<file path="src/rtl/seg_pkg.sv">
// Shared codes, scan states and code sanitising for the 7-segment display path.
package seg_pkg;

  localparam logic [4:0] CODE_BLANK = 5'd16;
  localparam logic [4:0] CODE_DASH  = 5'd17;
  localparam logic [4:0] CODE_MAX   = 5'd17;

  typedef enum logic [1:0] {
    IDLE,
    DEAD,
    DRIVE
  } scan_state_t;

  // The cathode decoder holds its last pattern on unmapped codes, so map them to blank.
  function automatic logic [4:0] sanitise_code(input logic [4:0] code);
    return (code > CODE_MAX) ? CODE_BLANK : code;
  endfunction

endpackage

</file>
<file path="src/rtl/seg_slot_timer.sv">
// Slot timer: counts REFRESH_DIV cycles per slot, strobing dead_done on the last dead
// cycle and slot_done on the last slot cycle; clear holds the count at zero.
module seg_slot_timer
  import seg_pkg::*;
#(
  parameter int REFRESH_DIV = 100000,
  parameter int DEAD_CYCLES = 16
) (
  input  logic clk,
  input  logic rst_n,
  input  logic clear,
  output logic dead_done,
  output logic slot_done
);

  localparam int CNT_W = (REFRESH_DIV > 1) ? $clog2(REFRESH_DIV) : 1;

  logic [CNT_W-1:0] cnt;

  assign dead_done = (cnt == CNT_W'(DEAD_CYCLES - 1));
  assign slot_done = (cnt == CNT_W'(REFRESH_DIV - 1));

  always_ff @(posedge clk or negedge rst_n) begin
    if (!rst_n) begin
      cnt <= '0;
    end else if (clear || slot_done) begin
      cnt <= '0;
    end else begin
      cnt <= cnt + CNT_W'(1);
    end
  end

endmodule

</file>
<file path="src/rtl/seg_scan_mux.sv">
// Multiplexed 7-segment scanner with dead time between digits and frame-level snapshot.
// Optional blinking of masked digits when SEG_BLINK_EN is defined.
module seg_scan_mux
  import seg_pkg::*;
#(
  parameter int NUM_DIGITS   = 4,
  parameter int REFRESH_DIV  = 100000,
  parameter int DEAD_CYCLES  = 16,
  parameter int BLINK_FRAMES = 250
) (
  input  logic                    clk,
  input  logic                    rst_n,
  input  logic                    enable,
  input  logic [5*NUM_DIGITS-1:0] digits_in,
  input  logic [NUM_DIGITS-1:0]   blink_mask,
  output logic [NUM_DIGITS-1:0]   an,
  output logic [4:0]              digit_holder,
  output logic                    frame_start
);

  localparam int IDX_W = (NUM_DIGITS > 1) ? $clog2(NUM_DIGITS) : 1;

  scan_state_t             state;
  logic [IDX_W-1:0]        idx;
  logic [5*NUM_DIGITS-1:0] snap;
  logic                    dead_done;
  logic                    slot_done;
  logic                    timer_clear;
  logic                    leave_idle;
  logic                    frame_wrap;
  logic                    slot_blank;
  logic [4:0]              cur_code;
  logic [NUM_DIGITS-1:0]   an_sel;

  assign timer_clear = !enable || (state == IDLE);
  assign leave_idle  = enable && (state == IDLE);
  assign frame_wrap  = enable && (state == DRIVE) && slot_done &&
                       (idx == IDX_W'(NUM_DIGITS - 1));

  seg_slot_timer #(
    .REFRESH_DIV (REFRESH_DIV),
    .DEAD_CYCLES (DEAD_CYCLES)
  ) u_timer (
    .clk       (clk),
    .rst_n     (rst_n),
    .clear     (timer_clear),
    .dead_done (dead_done),
    .slot_done (slot_done)
  );

  always_comb begin
    cur_code = CODE_BLANK;
    for (int i = 0; i < NUM_DIGITS; i++) begin
      if (idx == IDX_W'(i)) cur_code = snap[5*i +: 5];
    end
  end

  always_comb begin
    an_sel      = '1;
    an_sel[idx] = 1'b0;
  end

`ifdef SEG_BLINK_EN
  localparam int FC_W = (BLINK_FRAMES > 1) ? $clog2(BLINK_FRAMES) : 1;

  logic [FC_W-1:0]       frame_cnt;
  logic                  blink_off;
  logic [NUM_DIGITS-1:0] mask_snap;

  always_ff @(posedge clk or negedge rst_n) begin
    if (!rst_n) begin
      frame_cnt <= '0;
      blink_off <= 1'b0;
      mask_snap <= '0;
    end else if (leave_idle) begin
      frame_cnt <= '0;
      blink_off <= 1'b0;
      mask_snap <= blink_mask;
    end else if (frame_wrap) begin
      mask_snap <= blink_mask;
      if (frame_cnt == FC_W'(BLINK_FRAMES - 1)) begin
        frame_cnt <= '0;
        blink_off <= !blink_off;
      end else begin
        frame_cnt <= frame_cnt + FC_W'(1);
      end
    end
  end

  assign slot_blank = blink_off && mask_snap[idx];
`else
  logic unused_blink;
  assign unused_blink = ^blink_mask;
  assign slot_blank   = 1'b0;
`endif

  // Outputs are registered alongside the state so an and digit_holder switch together.
  always_ff @(posedge clk or negedge rst_n) begin
    if (!rst_n) begin
      state        <= IDLE;
      idx          <= '0;
      snap         <= {NUM_DIGITS{CODE_BLANK}};
      an           <= '1;
      digit_holder <= CODE_BLANK;
      frame_start  <= 1'b0;
    end else begin
      frame_start <= 1'b0;
      if (!enable) begin
        state        <= IDLE;
        idx          <= '0;
        an           <= '1;
        digit_holder <= CODE_BLANK;
      end else begin
        case (state)
          IDLE: begin
            state        <= DEAD;
            idx          <= '0;
            snap         <= digits_in;
            frame_start  <= 1'b1;
            an           <= '1;
            digit_holder <= CODE_BLANK;
          end
          DEAD: begin
            if (dead_done) begin
              state <= DRIVE;
              if (!slot_blank) begin
                an           <= an_sel;
                digit_holder <= sanitise_code(cur_code);
              end
            end
          end
          DRIVE: begin
            if (slot_done) begin
              state        <= DEAD;
              an           <= '1;
              digit_holder <= CODE_BLANK;
              if (frame_wrap) begin
                idx         <= '0;
                snap        <= digits_in;
                frame_start <= 1'b1;
              end else begin
                idx <= idx + IDX_W'(1);
              end
            end
          end
          default: begin
            state        <= IDLE;
            an           <= '1;
            digit_holder <= CODE_BLANK;
          end
        endcase
      end
    end
  end

endmodule

</file>
<file path="config.mk">
export PLATFORM = sky130hd
export DESIGN_NAME = seg_scan_mux
export DESIGN_NICKNAME = d
export VERILOG_FILES = /design/src/rtl/seg_pkg.sv /design/src/rtl/seg_slot_timer.sv /design/src/rtl/seg_scan_mux.sv
export SDC_FILE = /design/constraint.sdc
export NUM_CORES = 1
export LEC_CHECK = 0
export BUFFER_PORTS_ARGS = -buffer_cell sky130_fd_sc_hd__buf_2
export CAP_MARGIN = 20
export CORE_ASPECT_RATIO = 1.4
export CORE_MARGIN = 2
export CORE_UTILIZATION = 50
export CTS_CLUSTER_SIZE = 10
export DETAILED_ROUTE_END_ITERATION = 6
export GPL_TIMING_DRIVEN = 0
export PLACE_DENSITY = 0.8
export SYNTH_ARGS = -nofsm -noshare
export SYNTH_HDL_FRONTEND = slang
export SYNTH_SLANG_ARGS = --single-unit
</file>
<file path="constraint.sdc">
create_clock -name clk -period 2.3 [get_ports clk]
set_input_delay 0.23 -clock clk [delete_from_list [all_inputs] [get_ports clk]]
set_output_delay 0.23 -clock clk [all_outputs]
set_load 0.005 [all_outputs]
</file>
# Word level (Yosys, flattened, before mapping)
# Cells that the tools add are included.
word_totals:
  reg_bits: 51
  in_bits: 27
  out_inout_bits: 10
  elab_cells: 69
classes:
  n_addsub: 2
  order_cmp: 3
  n_eq_ne: 12
  n_mux: 31
  bitwise: 1
  reduce_logical: 13
op_table:
  columns: ["cell", "n"]
  rows:
  - ["$mux 20", 2]
  - ["$mux 5", 8]
  - ["$pmux 20 s2", 1]
  - ["$add 17x1->17 const B", 1]
  - ["$eq 17x17->1 const B", 1]
  - ["$eq 17x4->1 const B", 1]
  - ["$mux 17", 1]
  - ["$mux 2", 6]
  - ["$mux 4", 3]
  - ["$pmux 5 s2", 1]
  - ["$pmux 4 s2", 1]
  - ["$eq 2x2->1 const B", 3]
  - ["$ne 3x3->1 const B", 2]
  - ["$pmux 2 s3", 1]
  - ["$gt 5x5->1 const B", 1]
  - ["$eq 2x1->1 const B", 2]
  - ["$logic_and 1x1->1", 4]
  - ["$logic_not 2->1", 2]
  - ["$mux 1", 4]
  - ["$ne 2x2->1 const B", 2]
  - ["$not 4->4", 1]
  - ["$pmux 2 s2", 1]
  - ["$reduce_and 2->1", 2]
  - ["$reduce_and 4->1", 1]
  - ["other kinds (9)", 10]

# Depth between registers and ports, before layout
logic_depth:
  ltp_word: 10
  ltp_mapped: 8
  depth_no_buf: 7

# Modules after synthesis
# From an unflattened synthesis, not the netlist that was laid out.
hier_totals:
  cells_unflattened: 230
  area_unflattened_um2: 2582.5
by_module_without_submodules:
  columns: ["module", "n_inst", "cells_each", "area_each_um2", "seq_area_each_um2"]
  rows:
  - ["seg_scan_mux", 1, 140, 1715.4, 862.1]
  - ["seg_slot_timer", 1, 90, 867.1, 425.4]

# Worst setup path before layout
# No wires, ideal clock.
synth_timing:
  path_type: "register to register"
  from: "reg u_timer.cnt[0]"
  to: "reg snap[10]"
  setup_time_ps: 125
  arrival_ps: 1835
  required_ps: 2175
  setup_slack_ps: 340
  stages_incl_launch_ff: 8
  path_buffers: 1
  period_less_slack_ps: 1960
  cell_sequence: "dfrtp_1 > ha_1 > and3_4 > nand3_4 > o41ai_2 > nand3b_2 > buf_6 > mux2_4"
synth_via:
  elab_chain_len: 5
  word_cells_on_any_way: 6
  classes_between: "3 x eq/ne; 3 x reduce/logical"
synth_rtl:
  columns: ["item", "line_no", "text"]
  rows:
  - ["from (decl)", "seg_slot_timer.sv:18", "logic [CNT_W-1:0] cnt;"]
  - ["from (signal assigned)", "seg_slot_timer.sv:29", "cnt <= cnt + CNT_W'(1);"]
  - ["$eq 17x17->1 *", "seg_slot_timer.sv:21", "assign slot_done = (cnt == CNT_W'(REFRESH_DIV - 1));"]
  - ["$logic_and 1x1->1 (2 in a row)", "seg_scan_mux.sv:37", "assign frame_wrap = enable && (state == DRIVE) && slot_done &&"]
  - ["$ne 2x2->1 (no source line)", null, null]
  - ["$reduce_and 4->1 (no source line) *", null, null]
  - ["to (signal assigned)", "seg_scan_mux.sv:102", "snap <= {NUM_DIGITS{CODE_BLANK}};"]
  - ["to (signal assigned)", "seg_scan_mux.sv:118", "snap <= digits_in;"]
  - ["to (signal assigned)", "seg_scan_mux.sv:139", "snap <= digits_in;"]
  - ["to (decl)", "seg_scan_mux.sv:25", "logic [5*NUM_DIGITS-1:0] snap;"]
# Mark *: on every way between the ends. The rest lies on a longest branch, timed or not.
# A chain may end at the register's enable or synchronous reset.

# Worst setup path after layout
# Same ends and word-level chain as after synthesis.

==> impl_metrics.tcl <==
set metrics [dict create \
    status "completed" \
    cp-start-kind "register" \
    crit_type "register to register" \
    p_clk_share_pct 29.3 \
    area_growth_pct 13.58 \
    cp_max_fo 10 \
    clock.fmax_ghz 0.4702 \
    fin_crit_sh_pct 92.47 \
    hold_class "input port to register" \
    wire_per_inst_um 14.89 \
    core_um2 4880 \
    grt_max_degree 52 \
    cts_buffers 5 \
    htree_levels 2 \
    synth-xor-area-share_pct 5.167 \
    synthAdderAreaFrac_pct 2.461 \
    synth_area_um2 2542 \
    met2_wirelength_mm 2.513 \
    fin_hold_ws_ns 0.1518 \
    final_nets 292 \
    routedLengthMet1_mm 2.056 \
    power_frac_seq_pct 58.8 \
    drtPass1Iterations 4 \
    crit_required_ns 2.48 \
    ys_seq_area_share_pct 50.64 \
    p_int_mw 1.295 \
    grt_pass1_vias 1710 \
    synth_mux_area_share_pct 12.06 \
    slowest_delay_ns 0.43 \
    synth-compound-area-share_pct 10.33 \
    syn_avg_cell_area_um2 11.50 \
    num_vias 1763 \
    rsz0062_at_grt "no" \
    rows 30 \
    fp.dieArea_um2 5679 \
    comb_power_share_pct 11.9 \
    fp.dieW_um 64.27 \
    skew_ns 0.005772 \
    crit_buf_inv 1 \
    clock-sinks 51 \
    post_cts.repair.setup_buffers 0 \
    avgViaCountPerCell 5.425 \
    relSlewSlack_pct 61.78 \
    leakage_nw 1.324 \
    setup_tns_ns 0 \
    synthTopCellsByArea "dfrtp_1 41%, mux2_4 11%, dfstp_2 9.3%" \
    slowest_stage "dfrtp_1" \
    clkTransAtPathRegs_ns 0.09 \
    worst_slew_pin_slew_ns 0.5686 \
    insertion_delay_ns 0.30 \
    net-switching-power_mw 0.4013 \
    clock_path_buffers 2 \
    drt_iter0_drc 149 \
    critPathTopFamily "simple AND/OR/NAND/NOR gates" \
    start_util_pct 52.10 \
    synth.top_cell.area_share_pct 41.34 \
    cap_violations 0 \
    highest_layer "met4" \
    diodes 0 \
    yosys.area_share.simple_pct 15.65 \
    synth_top_family_by_area "simple AND/OR/NAND/NOR gates" \
    drv_slew 0 \
    dp_hpwl_mm 3.474 \
    ant_nets 0 \
    grt_overflow 0 \
    antenna_found_initial 0 \
    routed_wl_mm 4.840 \
    sw_frac_of_total_pct 23.66 \
    die_y_um 88.37 \
    drive_above_1_share_pct 30.65 \
    endpoint_kind "register" \
    io_pins 37 \
    io_buffers 31 \
    arrival_ns 2.31 \
    synthesis.nets 253 \
    final_util_pct 59.18 \
    clk_root_buffer_cell "clkbuf_8" \
    hold_viol 0 \
    grt_use_total_pct 18.35 \
    ys_warn_count 0 \
    ys_ff_latch 51 \
    peakVddDrop_uv 330.7 \
    place_congestion 0.8474 \
    grt_pass1_wl_mm 7.886 \
    setup_violations 0 \
    min_period_ns 2.127 \
    ys_types 43 \
    synth_edf_count 0 \
    syn-instance-count 221 \
    dr_wl_met3_um 188 \
    synthArstFlopShare_pct 100.0 \
    drc 0 \
    ys.flop_type "dfrtp_1" \
    powerDensity_nw_per_um2 587.4 \
    cts_tree "done" \
    crit_chain "ha_2, and3_4, nand3_4, o41ai_2, nand3b_2, buf_6, mux2_4" \
    synth_largest_area_cell "dfrtp_1" \
]
-- flip-flops by register name, indices dropped and copies added, names as in the netlist --
signal        flops
an                4
digit_holder      5
frame_start       1
idx               2
snap             20
state             2
u_timer.cnt      17
-- power groups by stage --
stage               Clock [mW]  Sequential [mW]  Combinational [mW]
floorplan                    0             1.00               0.141
global placement             0             1.01               0.194
detailed placement           0             1.01               0.197
CTS                      0.512            0.997               0.199
global route             0.555             1.00               0.221
finish                   0.497            0.997               0.202
-- layout make-up --
type	count	area, µm²
Inverter	9	33.78
Multi-Input combinational cell	152	1164
Fill cell	407	1992
Tap cell	64	80.08
Timing Repair Buffer	33	185.2
Buffer	8	56.30
Clock buffer	7	76.32
Clock inverter	1	5.005
Sequential cell	51	1287
-- kinds of logic (layout without fill, tap and decap cells) --
| family | count (synthesis) | in the layout |
|---|---|---|
| fa+ha+maj | 5 | 5 |
| mux | 21 | 21 |
| xor+xnor | 15 | 15 |
| buf+inv | 18 | 58 |
| compound gates | 32 | 32 |
| simple gates | 79 | 79 |
| flops | 51 | 51 |
-- metal layers --
layer | GRT usage (%) | vias up
met5 | 0 | -
met4 | 8.124 | 0
met3 | 4.580 | 7
met2 | 31.63 | 46
met1 | 21.77 | 857
li1 | - | 853
-- cells in the final DEF, fill, tap and decap left out, types with 2 or more instances in the layout --
master     count
a221oi_1       2
nand2_1       18
dfstp_2        9
nor3_1         5
o22ai_1        2
inv_1          9
nor2_1        25
clkbuf_1       5
buf_2         31
clkbuf_8       5
o21ai_0        2
buf_6          2
nand4_1        3
o21a_1         3
a21oi_1        2
mux2_4        19
nand3_1       10
o2bb2ai_1      4
dfrtp_1       42
nor4_1         4
ha_1           4
xor2_1         9
buf_4          3
a221o_1        2
a22oi_1        3
nor2b_1        6
xnor2_1        6
a2bb2oi_1      5
-- cells in the mapped netlist (all sizes together), types with 3 or more instances --
| master | number |
|---|---|
| clkbuf | 4 |
| buf | 5 |
| nor3 | 5 |
| dfstp | 9 |
| o2bb2ai | 4 |
| nor2b | 6 |
| nor2 | 25 |
| mux2 | 20 |
| nand3 | 11 |
| xor2 | 9 |
| a22oi | 3 |
| and3 | 3 |
| xnor2 | 6 |
| inv | 9 |
| a2bb2oi | 5 |
| o21a | 3 |
| dfrtp | 42 |
| ha | 5 |
| nor4 | 5 |
| nand2 | 18 |
| nand4 | 3 |
-- through the flow --
stage | total power [mW] | instances | worst slack [ns] | instance area (µm²)
finish | 1.696 | 325 | 0.1731 | 2888
global route | 1.780 | 325 | 0.01779 | 2888
CTS | 1.708 | 324 | 0.1356 | 2859
detailed placement | 1.210 | 316 | 0.1524 | 2778
global placement | 1.206 | 316 | 0.1921 | 2778
floorplan | 1.141 | 221 | 0.3403 | 2542
-- timing repair --
item,in CTS,in global routing
setup endpoints to repair,0,11
hold endpoints to repair,0,7
hold buffers,0,1
resized for setup,0,1
-- worst paths after layout --
kind                                                   from                           to  slack (ns)  cells after the start
worst max register to register     u_timer.cnt[0]$_DFF_PN0_         snap[10]$_DFFE_PN0P_        0.17                      7
worst min register to register  digit_holder[1]$_DFFE_PN0P_  digit_holder[1]$_DFFE_PN0P_        0.49                      1
worst min-delay path                          digits_in[11]         snap[11]$_DFFE_PN0P_        0.15                      2
min in group asynchronous                             rst_n         state[1]$_DFFE_PN0P_        0.32                      2
worst max-delay path               u_timer.cnt[0]$_DFF_PN0_         snap[10]$_DFFE_PN0P_        0.17                      7
max in group asynchronous                             rst_n            an[0]$_DFFE_PN1P_        1.43                      3
(Power assumes the default switching activity.)
